[config.mk]
export PLATFORM = sky130hd
export DESIGN_NAME = z3_slave_ctrl
export DESIGN_NICKNAME = d
export VERILOG_FILES = /design/src/rtl/z3_slave_ctrl.sv
export SDC_FILE = /design/constraint.sdc
export NUM_CORES = 1
export LEC_CHECK = 0
export BUFFER_PORTS_ARGS = -buffer_cell sky130_fd_sc_hd__buf_4
export CAP_MARGIN = 30
export CORE_MARGIN = 4
export CORE_UTILIZATION = 25
export CTS_CLUSTER_SIZE = 25
export DETAILED_ROUTE_END_ITERATION = 10
export HOLD_SLACK_MARGIN = 0.1
export PLACE_DENSITY = 0.54
export SLEW_MARGIN = 20
export SYNTH_ARGS = -nofsm -noshare
export SYNTH_HDL_FRONTEND = slang
export SYNTH_SLANG_ARGS = --single-unit
[constraint.sdc]
create_clock -name CLK -period 2.5 [get_ports CLK]
set_input_delay 0.5 -clock CLK [delete_from_list [all_inputs] [get_ports CLK]]
set_output_delay 0.5 -clock CLK [all_outputs]
set_load 0.02 [all_outputs]
[src/rtl/z3_slave_ctrl.sv]
`default_nettype none
// ============================================================================
// Module      : z3_slave_ctrl
// Description : Zorro III slave-cycle controller. Synchronizes the bus
//               strobes, decodes up to NUM_WIN address windows, runs the
//               SLAVE/DTACK handshake with multiple-transfer (MTACK) bursts
//               and hands every data phase to a backend via cycle_req /
//               cycle_ack.
//               Optional feature macro: Z3_TIMEOUT_EN (DATA-state watchdog).
// Revision    : 1.0 - initial release
// ============================================================================
module z3_slave_ctrl #(
    parameter int NUM_WIN        = 2,
    parameter int MATCH_BITS     = 8,
    parameter int SYNC_STAGES    = 2,
    parameter int TIMEOUT_CYCLES = 255
) (
    input  logic                          CLK,
    input  logic                          RST,
    input  logic                          FCS_n,
    input  logic [3:0]                    DS_n,
    input  logic                          MTCR_n,
    input  logic                          DOE,
    input  logic                          READ,
    input  logic [2:0]                    FC,
    input  logic [MATCH_BITS-1:0]         A_HI,
    input  logic [NUM_WIN*MATCH_BITS-1:0] win_base,
    input  logic [NUM_WIN-1:0]            win_en,
    input  logic [NUM_WIN-1:0]            win_burst,
    input  logic                          cycle_ack,
    output logic                          slave,
    output logic                          dtack,
    output logic                          mtack,
    output logic                          cycle_req,
    output logic [1:0]                    cycle_win,
    output logic                          cycle_rw,
    output logic [3:0]                    cycle_ds,
    output logic [7:0]                    burst_cnt,
    output logic                          timeout
);

    typedef enum logic [2:0] {
        ST_IDLE    = 3'd0,
        ST_START   = 3'd1,
        ST_DATA    = 3'd2,
        ST_ACK     = 3'd3,
        ST_MT_WAIT = 3'd4
    } state_t;

    // ------------------------------------------------------------------
    // Synchronizers (active-low chains, reset to the released level)
    // ------------------------------------------------------------------
    logic [SYNC_STAGES-1:0]      fcs_n_sync_q;
    logic [SYNC_STAGES-1:0]      mtcr_n_sync_q;
    logic [SYNC_STAGES-1:0][3:0] ds_n_sync_q;

    logic       w_fcs;
    logic       w_mtcr;
    logic [3:0] w_ds;

    // Shift the asynchronous strobes through SYNC_STAGES flops each
    always_ff @(posedge CLK) begin
        if (RST) begin
            fcs_n_sync_q  <= '1;
            mtcr_n_sync_q <= '1;
            ds_n_sync_q   <= '1;
        end else begin
            fcs_n_sync_q  <= {fcs_n_sync_q[SYNC_STAGES-2:0], FCS_n};
            mtcr_n_sync_q <= {mtcr_n_sync_q[SYNC_STAGES-2:0], MTCR_n};
            ds_n_sync_q   <= {ds_n_sync_q[SYNC_STAGES-2:0], DS_n};
        end
    end

    assign w_fcs  = ~fcs_n_sync_q[SYNC_STAGES-1];
    assign w_mtcr = ~mtcr_n_sync_q[SYNC_STAGES-1];
    assign w_ds   = ~ds_n_sync_q[SYNC_STAGES-1];

    // ------------------------------------------------------------------
    // Address decode
    // ------------------------------------------------------------------
    logic [NUM_WIN-1:0] w_win_hit;
    logic               w_hit_any;
    logic [1:0]         w_hit_idx;
    logic               w_hit_grant;
    logic               w_space_ok;
    logic               w_decode_hit;
    logic               w_fc2_unused;

    generate
        for (genvar gi = 0; gi < NUM_WIN; gi++) begin : g_win
            assign w_win_hit[gi] = win_en[gi] &&
                                   (A_HI == win_base[gi*MATCH_BITS +: MATCH_BITS]);
        end
    endgenerate

    // Priority select: scanning downwards leaves the lowest hitting index
    always_comb begin
        w_hit_any   = 1'b0;
        w_hit_idx   = 2'd0;
        w_hit_grant = 1'b0;
        for (int i = NUM_WIN - 1; i >= 0; i--) begin
            if (w_win_hit[i]) begin
                w_hit_any   = 1'b1;
                w_hit_idx   = 2'(i);
                w_hit_grant = win_burst[i];
            end
        end
    end

    // Only the two data/program spaces (FC = x01 / x10) are decoded
    assign w_space_ok   = FC[1] ^ FC[0];
    assign w_decode_hit = w_hit_any & w_space_ok;
    assign w_fc2_unused = FC[2];

    // ------------------------------------------------------------------
    // Cycle state machine with registered outputs
    // ------------------------------------------------------------------
    state_t     state_q;
    logic       miss_q;     // fcs seen with no hit: ignore until release
    logic       grant_q;    // burst permission of the decoded window
    logic       slave_q;
    logic       dtack_q;
    logic       mtack_q;
    logic       req_q;
    logic [1:0] win_q;
    logic       rw_q;
    logic [3:0] ds_q;
    logic [7:0] cnt_q;

`ifdef Z3_TIMEOUT_EN
    localparam logic [7:0] c_TO_LAST = 8'(TIMEOUT_CYCLES - 1);
    logic [7:0] timer_q;
    logic       timeout_q;
    assign timeout = timeout_q;
`else
    // No watchdog in this build; the limit parameter has no effect.
    localparam int c_TIMEOUT_unused = TIMEOUT_CYCLES;
    assign timeout = 1'b0;
`endif

    // Sequence IDLE/START/DATA/ACK/MT_WAIT; fcs release overrides every state
    always_ff @(posedge CLK) begin
        if (RST) begin
            state_q <= ST_IDLE;
            miss_q  <= 1'b0;
            grant_q <= 1'b0;
            slave_q <= 1'b0;
            dtack_q <= 1'b0;
            mtack_q <= 1'b0;
            req_q   <= 1'b0;
            win_q   <= 2'd0;
            rw_q    <= 1'b0;
            ds_q    <= 4'd0;
            cnt_q   <= 8'd0;
`ifdef Z3_TIMEOUT_EN
            timer_q   <= 8'd0;
            timeout_q <= 1'b0;
`endif
        end else begin
`ifdef Z3_TIMEOUT_EN
            timeout_q <= 1'b0;
`endif
            if (!w_fcs) begin
                // Bus released: drop the whole handshake at once. A
                // simultaneous cycle_ack is deliberately lost here.
                state_q <= ST_IDLE;
                miss_q  <= 1'b0;
                grant_q <= 1'b0;
                slave_q <= 1'b0;
                dtack_q <= 1'b0;
                mtack_q <= 1'b0;
                req_q   <= 1'b0;
                win_q   <= 2'd0;
                rw_q    <= 1'b0;
                ds_q    <= 4'd0;
                cnt_q   <= 8'd0;
            end else begin
                case (state_q)
                    ST_IDLE: begin
                        // Decode exactly once per fcs assertion
                        if (!miss_q) begin
                            if (w_decode_hit) begin
                                state_q <= ST_START;
                                slave_q <= 1'b1;
                                cnt_q   <= 8'd0;
                                win_q   <= w_hit_idx;
                                rw_q    <= READ;
                                grant_q <= w_hit_grant;
                            end else begin
                                miss_q <= 1'b1;
                            end
                        end
                    end

                    ST_START: begin
                        // MTACK is only (re)evaluated here and then held
                        mtack_q <= w_mtcr & grant_q;
                        if ((|w_ds) && DOE) begin
                            state_q <= ST_DATA;
                            req_q   <= 1'b1;
                            ds_q    <= w_ds;
`ifdef Z3_TIMEOUT_EN
                            timer_q <= 8'd0;
`endif
                        end
                    end

                    ST_DATA: begin
                        ds_q <= w_ds;
                        if (cycle_ack) begin
                            state_q <= ST_ACK;
                            req_q   <= 1'b0;
                            dtack_q <= 1'b1;
                            cnt_q   <= (cnt_q == 8'hFF) ? cnt_q : cnt_q + 8'd1;
                        end
`ifdef Z3_TIMEOUT_EN
                        else if (timer_q == c_TO_LAST) begin
                            // Backend is stuck: terminate so the host is released
                            state_q   <= ST_ACK;
                            req_q     <= 1'b0;
                            dtack_q   <= 1'b1;
                            timeout_q <= 1'b1;
                        end else begin
                            timer_q <= timer_q + 8'd1;
                        end
`endif
                    end

                    ST_ACK: begin
                        // DTACK holds until the strobes go away; only a
                        // granted burst may go on to another data phase.
                        if (w_ds == 4'd0) begin
                            dtack_q <= 1'b0;
                            if (mtack_q) begin
                                state_q <= ST_MT_WAIT;
                            end
                        end
                    end

                    ST_MT_WAIT: begin
                        if ((|w_ds) && DOE) begin
                            state_q <= ST_DATA;
                            req_q   <= 1'b1;
                            ds_q    <= w_ds;
`ifdef Z3_TIMEOUT_EN
                            timer_q <= 8'd0;
`endif
                        end
                    end

                    default: begin
                        state_q <= ST_IDLE;
                    end
                endcase
            end
        end
    end

    assign slave     = slave_q;
    assign dtack     = dtack_q;
    assign mtack     = mtack_q;
    assign cycle_req = req_q;
    assign cycle_win = win_q;
    assign cycle_rw  = rw_q;
    assign cycle_ds  = ds_q;
    assign burst_cnt = cnt_q;

endmodule
`default_nettype wire

==> impl_metrics.csv, run 1 <==
group,metric,value,unit
status,status,"completed",
power_and_ir_drop,p_total,1300,uW
sta,tns,0,ns
drt,drc_errors,0,
cts,postCtsHoldBufs,0,
synthesis,yosys-mux-area-fraction,0.559,%
final_layout,final_cell_mix,"64 x buf_4, 35 x dfxtp_1, 13 x nor2_1, 13 x or2_2, 13 x a21oi_1",
power_and_ir_drop,p_per_area,525,mW/mm2
global_route,grt_overflow,0,
sta,rsz0062_at_grt,"false",
sta,fmax,0.476,GHz
synthesis,async_flop_share,0,%
synthesis,synth-xor-area-share,8.32,%
drt,vias_per_cell,4.69,
floorplan,core,0.00687,mm2
cts,postCtsSetupBuffers,0,
floorplan,rows,30,
floorplan,die-area,0.00858,mm2
setup_path,timing.critical_path.from,"A_HI[2]",
sta,worst_slack,0.400,ns
setup_path,cp-end-kind,"flop",
cts,root_buffer,"clkbuf_8",
cts,cts_max_level,2,
floorplan,io_pins,62,
floorplan,start_util,26.1,%
floorplan,dieWidth,92.6,um
setup_path,startpoint_type,"primary input",
drt,dr.pass1.iters,4,
final_layout,final_common_cell,"buf_4",
final_layout,stdcell_count,360,
min_path,hold_path_class,"primary input to flop",
synthesis,synthAdderAreaFrac,0.699,%
min_path,worstHoldStart,"FCS_n",
synthesis,yosysSeqAreaShare,39.1,%
synthesis,syn_area_per_cell,8.86,um2
sta,slew_headroom,58.2,%
sta,drv_slew,0,
final_layout,drive_gt1_share,34.5,%
cts,path_clk_slew,0.07,ns
sta,min_period_over_period,84.0,%
final_layout,finalNetCount,306,
synthesis,synth_top_cell_area_share,39.1,%
place,placed_cells,352,
global_route,grt_pass1_wl,7.10,mm
drt,routedWlPerCell,12.1,um
setup_path,path_class,"primary input to flop",
power_and_ir_drop,p_leak,0.000974,uW
synthesis,synth_top_area_cell,"dfxtp_1",
drt,drt-total-wl,4.37,mm
power_and_ir_drop,peakVddDrop,0.000243,V
place,place_ws,0.109,ns
synthesis,synthFlopType,"dfxtp_1",
synthesis,synthTopCellsByArea,"dfxtp_1 39%, or2_2 4.5%, xor2_1 4.4%, xnor2_1 3.9%, a21oi_1 3.6%",
global_route,grt_usage,10.2,%
sta,hold_violations,0,
setup_path,cp.required,2.68,ns
synthesis,synth.cell_area,0.00179,mm2
place,gp_routability_congestion,0.804,
place,dp_hpwl,3.28,mm
synthesis,ys.warnings.count,0,
cts,ctsResizeCount,0,
synthesis,synth_seq_cells,35,
global_route,grt_start_max_net_pins,21,
synthesis,synth_compound_area_share,19.4,%
synthesis,synth-simple-area-share,27.3,%
final_layout,num_antenna_cells,0,
setup_path,timing.rr.start,"state_q[0]",
cts,cts_tree,"yes",
cts,cts_made_buffers,5,
place,port_buffers,58,
setup_path,critPathMaxFanout,7,
sta,worst_pin_slew,0.625,ns
synthesis,synth_cell_types,53,
drt,vias,1689,
synthesis,synth_top_family_by_area,"simple AND/OR/NAND/NOR gates",
sta,setup_viol,0,
final_layout,fillCellCount,731,
job,max-cap-violations,0,
floorplan,die_h,92.6,um
drt,drtIter0Drc,127,
setup_path,arrival,2.28,ns
synthesis,syn-instance-count,202,
drt,antenna_left,0,
final_layout,syn_to_final_growth,38.0,%
global_route,first_global_vias,1582,
synthesis,synth_edf_count,0,
sta,fin_crit,2.10,ns
global_route,antenna_found_initial,0,
cts,clk_latency,0.28,ns
cts,clock_sinks,35,
sta,skew,0.00403,ns
cts,cts_buffer_depth,2,
final_layout,final_core_util,36.0,%
[cell usage after synthesis, drive strengths merged, types with 2 or more instances]
| master | number |
|---|---|
| inv | 6 |
| a31o | 3 |
| xor2 | 9 |
| a211oi | 4 |
| a32o | 2 |
| a31oi | 5 |
| buf | 3 |
| xnor2 | 8 |
| a41oi | 2 |
| and3 | 4 |
| a311oi | 2 |
| nand4 | 4 |
| nand2 | 5 |
| clkbuf | 8 |
| nand4b | 2 |
| nand3 | 8 |
| and2 | 3 |
| nor4 | 5 |
| o21ai | 6 |
| or4b | 3 |
| or3 | 2 |
| or4 | 2 |
| nand2b | 6 |
| a21oi | 13 |
| a21o | 2 |
| nor2 | 13 |
| or2 | 13 |
| nor3 | 4 |
| dfxtp | 35 |
[worst max-delay path, cell delays in order]
cell and delay (ns):
buf_4 0.12, xor2_1 0.16, or4_1 0.51, or4_4 0.51
and2_4 0.22, a32o_1 0.26
[where the power goes]
part           switching, uW  internal [uW]  leakage, uW
logic                   55.0           72.7     0.000624
registers               2.84            567     0.000285
clock network            200            399    0.0000654
total                    258           1040     0.000974
[layer usage]
metal	global-route usage, %	vias to the layer above	routed length [um]
met5	0	-	0
met4	3.30	0	57
met3	3.09	7	301
met2	16.7	46	1990
met1	12.7	775	2020
li1	-	861	-
[worst paths after layout]
path | endpoint | slack (ns) | cells past startpoint
worst max-delay path | burst_cnt[7] | 0.40 | 6
worst min-delay path | fcs_n_sync_q[0] | 0.40 | 2
worst max register to register | cycle_rw | 0.59 | 5
worst min register to register | ds_n_sync_q[7] | 0.41 | 1
[metrics by stage]
step,hold WS [ns],instance area (um2)
6_report,0.395,2470
5_1_grt,0.386,2470
4_1_cts,0.384,2470
3_5_place_dp,0.396,2340
3_3_place_gp,0.391,2340
2_1_floorplan,0.389,1790
[final cells by class]
cell class	count	area, um2	area share, %
timing repair buffer	64	480	19.4
inverter	6	22.5	0.911
clock inverter	2	60.1	2.43
tap	96	120	4.86
sequential	35	701	28.4
clock buffer	6	72.6	2.94
multi-input combinational	151	1010	41.1
[state kept, by name, summed over array words and instances, names as in the netlist]
name and flops:
miss_q 1, cycle_req 1, slave 1, grant_q 1
cycle_win 1, cycle_ds 4, mtcr_n_sync_q 2, fcs_n_sync_q 2
ds_n_sync_q 8, state_q 3, cycle_rw 1, dtack 1
mtack 1, burst_cnt 8
[cells by family after synthesis]
| family | Yosys count |
|---|---|
| xor+xnor | 17 |
| simple gates | 81 |
| fa+ha+maj | 1 |
| other cells | 1 |
| flops | 35 |
| buf+inv | 17 |
| mux | 1 |
| compound gates | 49 |
Note: power is estimated with default switching activity, not from simulation.
==> run 2: changes to the inputs <==
--- a/config.mk
+++ b/config.mk
@@ -12,7 +12,7 @@
 export CTS_CLUSTER_SIZE = 25
 export DETAILED_ROUTE_END_ITERATION = 10
 export HOLD_SLACK_MARGIN = 0.1
-export PLACE_DENSITY = 0.54
+export PLACE_DENSITY = 0.55
 export SLEW_MARGIN = 20
 export SYNTH_ARGS = -nofsm -noshare
 export SYNTH_HDL_FRONTEND = slang
==> constraint.sdc (replaced) <==
create_clock -name CLK -period 1.8 [get_ports CLK]
set_input_delay 0.36 -clock CLK [delete_from_list [all_inputs] [get_ports CLK]]
set_output_delay 0.36 -clock CLK [all_outputs]
set_load 0.02 [all_outputs]
==> impl_metrics.csv, run 2 (synthesis results as in run 1) <==
group,metric,value,unit
status,status,"complete, but fails checks",
status,violations,"negative setup slack",
sta,setup_viol,1,
cts,postCtsSetupBuffers,0,
final_layout,seqCellArea,702,um2
drt,drt-total-wl,4.62,mm
final_layout,multi_input_area,0.00108,mm2
setup_path,timing.critical_path.from,"win_base[1]",
final_layout,finalNetCount,330,
setup_path,cp-end-kind,"flop",
global_route,grt_pass1_wl,7.42,mm
power_and_ir_drop,p_switching,372,uW
global_route,first_global_vias,1652,
power_and_ir_drop,power_frac_clock,35.6,%
floorplan,start_util,26.1,%
final_layout,final_core_util,39.2,%
power_and_ir_drop,p_total,1550,uW
global_route,grt_start_max_net_pins,17,
sta,worst_slack,-0.0139,ns
power_and_ir_drop,combPwrFrac,13.5,%
floorplan,io_pins,62,
global_route,grt_overflow,0,
power_and_ir_drop,peakVddDrop,0.000362,V
place,port_buffers,58,
floorplan,die_h,92.6,um
floorplan,die-area,0.00858,mm2
final_layout,fillCellCount,730,
global_route,grt_usage,10.7,%
sta,fin_crit,1.81,ns
place,gp_routability_congestion,0.827,
sta,fmax,0.551,GHz
drt,drtIter0Drc,122,
cts,root_buffer,"clkbuf_8",
drt,routedWlPerCell,12.0,um
power_and_ir_drop,p_leak,0.00108,uW
min_path,worstHoldStart,"FCS_n",
cts,postCtsHoldBufs,0,
setup_path,cp.required,1.98,ns
floorplan,rows,30,
min_path,hold_path_class,"primary input to flop",
sta,min_period_over_period,101,%
cts,cts_made_buffers,5,
setup_path,timing.rr.start,"state_q[0]",
sta,drv_slew,0,
job,max-cap-violations,0,
final_layout,final_common_cell,"buf_4",
place,place_ws,-0.392,ns
final_layout,drive_gt1_share,43.8,%
drt,vias_per_cell,4.64,
drt,antenna_left,0,
final_layout,syn_to_final_growth,50.2,%
sta,hold_violations,0,
power_and_ir_drop,power.internal,1180,uW
setup_path,startpoint_type,"primary input",
setup_path,arrival,1.99,ns
cts,cts_buffer_depth,2,
setup_path,critPathMaxFanout,7,
cts,clk_latency,0.28,ns
cts,cts_max_level,2,
sta,skew,0.00299,ns
power_and_ir_drop,power_frac_seq,50.9,%
cts,cts_tree,"yes",
place,dp_hpwl,3.59,mm
sta,rsz0062_at_grt,"true",
power_and_ir_drop,sw_frac_of_total,24.0,%
final_layout,num_antenna_cells,0,
drt,drc_errors,0,
power_and_ir_drop,p_per_area,577,mW/mm2
cts,path_clk_slew,0.07,ns
cts,clock_sinks,35,
drt,vias,1782,
floorplan,dieWidth,92.6,um
final_layout,final_cell_mix,"84 x buf_4, 34 x dfxtp_1, 13 x nor2_1, 13 x or2_2, 11 x a21oi_1",
drt,dr.pass1.iters,4,
setup_path,path_class,"primary input to flop",
floorplan,core,0.00687,mm2
global_route,antenna_found_initial,0,
## run 2: worst paths after layout
path / to / slack [ns] / depth (start not counted)
min reg2reg: ds_n_sync_q[5] / 0.40 / 1
max: burst_cnt[3] / -0.01 / 6
max reg2reg: cycle_rw / 0.08 / 5
min: fcs_n_sync_q[0] / 0.26 / 2
## run 2: timing repair
item	in CTS	in global routing
endpoints found under the setup margin	2	11
gates resized for setup	2	11
pin swaps	2	3
## run 2: final cells by class
cell class | instances | share of cell area (%)
sequential | 35 | 26.1
clock buffer | 6 | 2.70
timing repair buffer | 88 | 25.4
inverter | 6 | 0.837
multi-input combinational | 151 | 40.0
tap | 96 | 4.47
clock inverter | 2 | 0.465
## run 2: stage by stage
stage | instance area (um2) | hold WS, ns | setup TNS, ns | instances
floorplan | 1800 | 0.389 | -1.92 | 203
global placement | 2540 | 0.390 | -3.76 | 376
detailed placement | 2540 | 0.392 | -3.73 | 376
CTS | 2630 | 0.247 | 0 | 384
global route | 2690 | 0.240 | -0.0420 | 384
finish | 2690 | 0.256 | -0.0139 | 384
## run 2: power groups by stage
| stage | combinational, uW | sequential [uW] | clock, uW |
|---|---|---|---|
| detailed placement | 202 | 809 | 0 |
| floorplan | 85.9 | 808 | 0 |
| global route | 230 | 792 | 613 |
| CTS | 204 | 791 | 578 |
| finish | 210 | 791 | 553 |
| global placement | 201 | 809 | 0 |
## run 2: critical path, cell delays in order
cell and delay, ns:
buf_6 0.10, xor2_2 0.16, or4_1 0.51, or4_4 0.42, and2_4 0.19, a32o_1 0.26
## run 2: metal layers
layer	part of all wire (%)	up-vias	GRT usage, %
li1	-	915	-
met1	43	798	12.5
met2	48	61	18.1
met3	7.7	8	3.25
met4	1.9	0	4.40
met5	0	-	0
==> run 3: changes to the inputs <==
--- a/config.mk
+++ b/config.mk
@@ -12,7 +12,7 @@
 export CTS_CLUSTER_SIZE = 25
 export DETAILED_ROUTE_END_ITERATION = 10
 export HOLD_SLACK_MARGIN = 0.1
-export PLACE_DENSITY = 0.55
+export PLACE_DENSITY = 0.56
 export SLEW_MARGIN = 20
 export SYNTH_ARGS = -nofsm -noshare
 export SYNTH_HDL_FRONTEND = slang
==> impl_metrics.csv, run 3 (synthesis results as in run 1) <==
group,metric,value,unit
status,status,"completed",
final_layout,final_cell_mix,"87 x buf_4, 34 x dfxtp_1, 13 x nor2_1, 13 x or2_2, 11 x a21oi_1",
drt,dr.pass1.iters,4,
final_layout,stdcell_count,386,
floorplan,die-area,0.00858,mm2
floorplan,dieWidth,92.6,um
job,max-cap-violations,0,
power_and_ir_drop,p_leak,0.00111,uW
place,dp_hpwl,3.70,mm
drt,drtIter0Drc,101,
cts,clock_sinks,35,
power_and_ir_drop,p_per_area,675,mW/mm2
power_and_ir_drop,peakVddDrop,0.000309,V
place,placed_cells,378,
sta,skew,0.00557,ns
sta,min_period_over_period,98.9,%
cts,cts_max_level,2,
global_route,antenna_found_initial,0,
setup_path,startpoint_type,"primary input",
setup_path,reg2reg_depth,5,
power_and_ir_drop,p_total,1830,uW
cts,cts_buffer_depth,2,
floorplan,rows,30,
final_layout,num_antenna_cells,0,
global_route,grt_overflow,0,
sta,hold_violations,0,
global_route,first_global_vias,1734,
setup_path,cp.required,1.98,ns
cts,cts_tree,"yes",
place,gp_routability_congestion,0.816,
drt,routedWlPerCell,12.0,um
min_path,hold_path_class,"primary input to flop",
drt,vias,1775,
global_route,grt_usage,10.9,%
final_layout,syn_to_final_growth,51.7,%
sta,fin_crit,1.78,ns
drt,drc_errors,0,
sta,rsz0062_at_grt,"true",
cts,cts_made_buffers,5,
sta,slew_headroom,66.4,%
floorplan,io_pins,62,
place,port_buffers,58,
cts,postCtsHoldBufs,0,
min_path,whs_path_depth,2,
sta,whs,0.255,ns
cts,clk_latency,0.28,ns
sta,worst_pin_slew,0.500,ns
floorplan,start_util,26.1,%
setup_path,arrival,1.96,ns
drt,antenna_left,0,
floorplan,die_h,92.6,um
sta,fmax,0.562,GHz
final_layout,finalNetCount,332,
global_route,grt_start_max_net_pins,17,
setup_path,path_class,"primary input to flop",
sta,drv_slew,0,
cts,path_clk_slew,0.07,ns
cts,root_buffer,"clkbuf_8",
drt,drt-total-wl,4.64,mm
sta,setup_viol,0,
final_layout,drive_gt1_share,42.8,%
floorplan,core,0.00687,mm2
global_route,grt_pass1_wl,7.60,mm
final_layout,final_common_cell,"buf_4",
drt,vias_per_cell,4.60,
setup_path,cp-end-kind,"flop",
setup_path,critPathMaxFanout,7,
==> run 3: cell types whose count changed in the layout (fill, tap and decap cells not counted), sizes merged <==
cell      change
bufinv        +2
clkinv        -1
clkinvlp      -1
buf           +2
==> run 3: final cells by class <==
cell class                 instances  area [um2]
clock buffer                       6        72.6
fill                             719        4150
timing repair buffer              90         687
sequential                        35         702
inverter                           6        22.5
multi-input combinational        151        1050
tap                               96         120
clock inverter                     2        60.1
==> run 3: critical path, stage by stage <==
cell and delay (ns):
buf_6 0.09, xor2_1 0.15, or4_1 0.51, or4_4 0.43
and2_4 0.19, a31o_1 0.22
==> run 3: through the flow <==
| stage | utilization [%] | cell area [um2] | worst slack (ns) | TNS [ns] |
|---|---|---|---|---|
| floorplan | - | 1800 | -0.220 | -1.92 |
| global placement | 37.0 | 2540 | -0.369 | -3.68 |
| detailed placement | 37.0 | 2540 | -0.393 | -3.79 |
| CTS | 39.0 | 2680 | 0.00500 | 0 |
| global route | 39.5 | 2720 | -0.0149 | -0.0284 |
| finish | 39.5 | 2720 | 0.0201 | 0 |
==> run 3: final timing paths <==
kind | from | endpoint | slack, ns
worst max register to register | state_q[0] | cycle_rw | 0.09
worst max-delay path | A_HI[2] | burst_cnt[4] | 0.02
worst min register to register | ds_n_sync_q[3] | ds_n_sync_q[7] | 0.41
worst min-delay path | DS_n[2] | ds_n_sync_q[2] | 0.25
==> run 3: where the power goes <==
| group | internal, uW | total [uW] | switching, uW |
|---|---|---|---|
| Combinational | 124 | 209 | 84.6 |
| Sequential | 787 | 791 | 4.11 |
| Clock | 554 | 833 | 280 |
==> run 3: per-layer routing <==
metal  track usage [%]  vias to the layer above  share of wire, %
met5                 0                        -                 0
met4              4.03                        0               1.4
met2              18.5                       45                49
met1              13.2                      810                44
met3              2.68                        7               5.5
li1                  -                      913                 -
==> run 3: timing repair <==
action                     4_1_cts  5_1_grt
pin swaps                        3        4
setup endpoints to repair        2        8
gates resized for setup          1        8
buffers inserted                 0        0
